===== src/rtl/snn_spike_stream_arbiter.sv =====
// Round-robin merge of NUM_SOURCES AXI-Stream spike streams into one SNN layer input.
// Ports: clk/reset (async, active-high), enable, s_axis_* per-source slave streams,
//   m_axis_* merged registered master stream, grant_src, frame_done pulse, event/frame counters.
module snn_spike_stream_arbiter #(
  parameter int NUM_SOURCES  = 4,
  parameter int SRC_W        = 2,
  parameter int CHANNEL_STEP = 16
) (
  input  logic                     clk,
  input  logic                     reset,
  input  logic                     enable,
  input  logic [32*NUM_SOURCES-1:0] s_axis_tdata,
  input  logic [NUM_SOURCES-1:0]   s_axis_tvalid,
  output logic [NUM_SOURCES-1:0]   s_axis_tready,
  input  logic [NUM_SOURCES-1:0]   s_axis_tlast,
  output logic [31:0]              m_axis_tdata,
  output logic                     m_axis_tvalid,
  input  logic                     m_axis_tready,
  output logic                     m_axis_tlast,
  output logic [SRC_W-1:0]         grant_src,
  output logic                     frame_done,
  output logic [31:0]              event_count,
  output logic [15:0]              frame_count
);

  typedef enum logic {ST_RUN, ST_FLUSH} state_t;

  localparam logic [NUM_SOURCES-1:0] ALL_ONES = {NUM_SOURCES{1'b1}};
  localparam logic [NUM_SOURCES-1:0] ONE      = {{(NUM_SOURCES-1){1'b0}}, 1'b1};
  localparam logic [SRC_W-1:0]       LAST_IDX = SRC_W'(NUM_SOURCES - 1);

  state_t                 state_q, state_d;
  logic [31:0]            m_tdata_q;
  logic                   m_tvalid_q;
  logic                   m_tlast_q;
  logic [SRC_W-1:0]       grant_q;
  logic                   frame_done_q;
  logic [31:0]            event_cnt_q;
  logic [15:0]            frame_cnt_q;
  logic [NUM_SOURCES-1:0] done_mask_q;
  logic [SRC_W-1:0]       rr_ptr_q;

  logic [NUM_SOURCES-1:0] elig;
  logic [NUM_SOURCES-1:0] gnt_onehot;
  logic [SRC_W-1:0]       gnt_idx;
  logic                   gnt_found;
  logic                   slot_free;
  logic                   in_hs;
  logic                   out_hs;
  logic [31:0]            sel_dat;
  logic                   sel_last;
  logic [15:0]            ch_off;
  logic                   frame_end;
  logic                   flush_done;

  assign elig      = s_axis_tvalid & ~done_mask_q;
  assign slot_free = !m_tvalid_q || m_axis_tready;
  assign out_hs    = m_tvalid_q && m_axis_tready;

  // First eligible source at or after rr_ptr, wrapping around.
  always_comb begin
    gnt_found = 1'b0;
    gnt_idx   = '0;
    for (int k = 0; k < NUM_SOURCES; k++) begin
      if (!gnt_found && elig[(int'(rr_ptr_q) + k) % NUM_SOURCES]) begin
        gnt_found = 1'b1;
        gnt_idx   = SRC_W'((int'(rr_ptr_q) + k) % NUM_SOURCES);
      end
    end
  end

  assign gnt_onehot = ONE << gnt_idx;

  // Ready is forced low while reset is asserted so no beat is accepted into a clearing register.
  assign in_hs         = !reset && (state_q == ST_RUN) && enable && slot_free && gnt_found;
  assign s_axis_tready = in_hs ? gnt_onehot : '0;

  assign sel_dat  = s_axis_tdata[32*gnt_idx +: 32];
  assign sel_last = s_axis_tlast[gnt_idx];
  assign ch_off   = 16'(int'(gnt_idx) * CHANNEL_STEP);

  // The merged frame ends only on a tlast beat that completes the mask; a plain beat from the
  // last unmasked source does not close the frame.
  assign frame_end  = sel_last && ((done_mask_q | gnt_onehot) == ALL_ONES);
  assign flush_done = (state_q == ST_FLUSH) && out_hs;

  always_comb begin
    state_d = state_q;
    case (state_q)
      ST_RUN:   if (in_hs && frame_end) state_d = ST_FLUSH;
      ST_FLUSH: if (out_hs) state_d = ST_RUN;
      default:  state_d = ST_RUN;
    endcase
  end

  always_ff @(posedge clk or posedge reset) begin
    if (reset) begin
      state_q <= ST_RUN;
    end else begin
      state_q <= state_d;
    end
  end

  always_ff @(posedge clk or posedge reset) begin
    if (reset) begin
      m_tdata_q    <= '0;
      m_tvalid_q   <= 1'b0;
      m_tlast_q    <= 1'b0;
      grant_q      <= '0;
      frame_done_q <= 1'b0;
      event_cnt_q  <= '0;
      frame_cnt_q  <= '0;
      done_mask_q  <= '0;
      rr_ptr_q     <= '0;
    end else begin
      frame_done_q <= flush_done;
      if (out_hs) event_cnt_q <= event_cnt_q + 32'd1;

      // Fill takes priority over drain so a beat can leave and enter in the same cycle.
      if (in_hs) begin
        m_tdata_q   <= {sel_dat[31:16] + ch_off, sel_dat[15:0]};
        m_tvalid_q  <= 1'b1;
        m_tlast_q   <= frame_end;
        grant_q     <= gnt_idx;
        rr_ptr_q    <= (gnt_idx == LAST_IDX) ? '0 : gnt_idx + 1'b1;
        done_mask_q <= done_mask_q | (sel_last ? gnt_onehot : '0);
      end else if (out_hs) begin
        m_tvalid_q <= 1'b0;
        m_tlast_q  <= 1'b0;
      end

      // No input is accepted in ST_FLUSH, so this never collides with a mask set above.
      if (flush_done) begin
        frame_cnt_q <= frame_cnt_q + 16'd1;
        done_mask_q <= '0;
      end
    end
  end

  assign m_axis_tdata  = m_tdata_q;
  assign m_axis_tvalid = m_tvalid_q;
  assign m_axis_tlast  = m_tlast_q;
  assign grant_src     = grant_q;
  assign frame_done    = frame_done_q;
  assign event_count   = event_cnt_q;
  assign frame_count   = frame_cnt_q;

endmodule


===== config.mk =====
export PLATFORM = sky130hd
export DESIGN_NAME = snn_spike_stream_arbiter
export DESIGN_NICKNAME = d
export VERILOG_FILES = /design/src/rtl/snn_spike_stream_arbiter.sv
export SDC_FILE = /design/constraint.sdc
export NUM_CORES = 1
export LEC_CHECK = 0
export CORE_ASPECT_RATIO = 1.2
export CORE_MARGIN = 5
export CORE_UTILIZATION = 30
export DETAILED_ROUTE_END_ITERATION = 8
export PLACE_DENSITY = 0.64
export SLEW_MARGIN = 20
export SYNTH_ARGS = -nofsm -noshare
export SYNTH_HDL_FRONTEND = slang
export SYNTH_SLANG_ARGS = --single-unit

===== constraint.sdc =====
create_clock -name clk -period 4.73 [get_ports clk]
set_input_delay 0.946 -clock clk [delete_from_list [all_inputs] [get_ports clk]]
set_output_delay 0.946 -clock clk [all_outputs]
set_load 0.05 [all_outputs]

==> results.txt <==
clk sink count - 92
Setup Total Neg Slack - 0 ns
htree depth - 3
crit end category - primary output
Final Core Density - 0.465
Die Y - 156 um
Synth cell types - 62
FF+latch count, synth - 92
Seq/Total Area, Yosys - 0.435
vias - 4992
antenna diode count - 0
RSZ-0062 raised after global routing - false
die area - 20400 um2
asr flop ratio synth - 1.00
Nets - 985
Worst EP required - 3.78 ns
vias in the first global route - 4840
Routed WL - 16200 um
Final Max Tran Viols - 0
initial DRC count - 181
Logic pwr share - 0.592
P&R area growth vs syn - 53.2%
type of the worst setup path - in2out
root buffer cell - clkbuf_16
Worst path max stage delay - 0.51 ns
Int Pwr - 2.40 mW
fin crit period - 4.02 ns
status - completed
later-pin clock latency in the skew report - 0.34 ns
cell-by-cell trace of the critical path - clkdlybuf4s50_1 -> inv_1 -> o21ai_0 -> buf_4 -> o21a_2 -> buf_4 -> ha_1 -> and2_1 -> buf_12
input/output buffers - 228
most frequent cells in the layout - 224 x clkdlybuf4s50_1, 125 x nand2_1, 92 x dfrtp_1
DRC - 0
number of synthesized flops with an enable pin - 0
global placer's final weighted congestion - 0.813
drt first pass iters - 5
Core Rows - 53
Startpoint Class - input port
Max Root-Sink Buffers - 2
cells after synthesis - 616
Syn Nets - 765
Inst Count DP - 1045
final period utilization - 0.851
Worst Tran Pin Value - 0.859 ns
Sequential Power Share - 0.248
non-filler instance count after layout - 1061
most common cell after layout, fill and taps aside - clkdlybuf4s50_1
CTS tree - built
Sw Ratio - 0.484
initial antenna violation count - 0
clock slew at reported path FFs - 0.07 ns
Hold Crit Class - reg2reg
CP max stage cell - clkdlybuf4s50_1
Synth Flop Type - dfrtp_1
Final Hold Fails - 0
Post-DP HPWL - 12600 um
Peak VDD IR - 0.342 mV
Core ar. - 17400 um2
CTS Buf Count - 9
Mapped Avg Cell Area - 8.60 um2
die width - 131 um
vias per cell - 4.70
sw power - 2.25 mW
Worst Hold Depth - 1
Yosys warning total - 0
Finish-stage setup viols - 0
Post-CTS Setup Bufs - 0
gr usage total - 0.151
Crit path arrival time - 3.08 ns
crit-path most repeated cell - buf_4
first-pass GRT wire length - 25200 um
post-cts resize count - 0
Crit Path Max Fanout - 39
Mapped Area - 5300 um2
# IOs - 229
max-cap violations - 0
R2R cell count - 13
wire per inst - 15.3 um
hold_buf cts - 0
pwr dens - 572 nW/um2
Clock Skews - 0.00789 ns
grt total ovfl - 0
Post-DRT Antenna Nets - 0
Initial Utilization - 0.304
fraction of layout cells with a size suffix above 1 - 0.0690
static leakage - 3.45 nW
relative slew slack - 0.423
largest net degree at the start of global routing - 46
clock power share - 0.160
FMAX - 248 MHz
## cells in the mapped netlist, drive strengths merged, types with 7 or more instances
cell type,number,area share
ha,8,0.019
inv,10,0.0071
xnor2,37,0.061
and3,7,0.0083
o21ai,49,0.046
xor2,13,0.021
a21oi,20,0.021
nand3,39,0.037
nor2,90,0.064
dfrtp,92,0.43
clkbuf,18,0.013
nand4,15,0.022
nand2,127,0.092
buf,13,0.018
## logic make-up (layout without fill, tap and decap cells)
kind of cell	count (synthesis)	after routing	share of synthesized area
AO/OA/AOI/OAI	104	104	0.132
XOR/XNOR	50	50	0.0827
adder cells (fa/ha/maj)	9	9	0.0227
buffers and inverters	43	268	0.0406
flip-flops	92	92	0.435
multiplexers	9	9	0.0177
AND/OR/NAND/NOR	309	309	0.270
## metal layers
layer | GRT usage | vias up | wire length [um]
met5 | 0 | - | 0
met4 | 0.0539 | 0 | 339
met3 | 0.0426 | 19 | 1130
met2 | 0.260 | 151 | 7960
met1 | 0.182 | 2296 | 6780
li1 | - | 2526 | -
## area by class of cell
type | count | area, um2
Clock inverter | 6 | 71.3
Fill cell | 1727 | 9320
Clock buffer | 10 | 229
Inverter | 12 | 53.8
Timing Repair Buffer | 240 | 2390
Tap cell | 220 | 275
Multi-Input combinational cell | 481 | 2800
Sequential cell | 92 | 2300
## power groups by stage
stage	sequential [mW]	combinational (mW)	clock (mW)
finish	1.15	2.75	0.742
global route	1.19	3.00	0.804
CTS	1.16	2.79	0.777
detailed placement	1.17	2.78	0
global placement	1.16	2.77	0
floorplan	1.75	1.36	0
## through the flow
step                      total power, mW  worst slack, ns  instance area [um2]  hold WS, ns
after detailed placement             3.95            0.516                 7820        0.469
final                                4.64            0.705                 8120        0.471
after CTS                            4.72            0.685                 8120        0.480
after global placement               3.93            0.568                 7820        0.460
after floorplan                      3.12            0.538                 5300        0.486
after global routing                 4.99            0.552                 8120        0.482
## state kept, by name, summed over array words and instances (netlist names)
name / cells
frame_done: 1
grant_src: 2
rr_ptr_q: 2
event_count: 32
done_mask_q: 4
m_axis_tvalid: 1
frame_count: 16
m_axis_tlast: 1
state_q: 1
m_axis_tdata: 32
## worst max-delay path: cells and delay by family
| family | cells | cell delay (ns) |
|---|---|---|
| adder cells (fa/ha/maj) | 1 | 0.27 |
| buffers and inverters | 5 | 1.29 |
| AND/OR/NAND/NOR | 1 | 0.19 |
| AO/OA/AOI/OAI | 2 | 0.37 |
## final timing paths
kind / start / end / slack, ns
worst min register to register: event_count[31] / event_count[31] / 0.47
worst min-delay path: event_count[31] / event_count[31] / 0.47
max in group asynchronous: reset / frame_count[1] / 3.01
worst max register to register: done_mask_q[3] / m_axis_tdata[28] / 1.52
min in group asynchronous: reset / grant_src[0] / 0.90
worst max-delay path: s_axis_tvalid[2] / s_axis_tready[2] / 0.71
No activity file was read; power rests on OpenSTA's default activity.
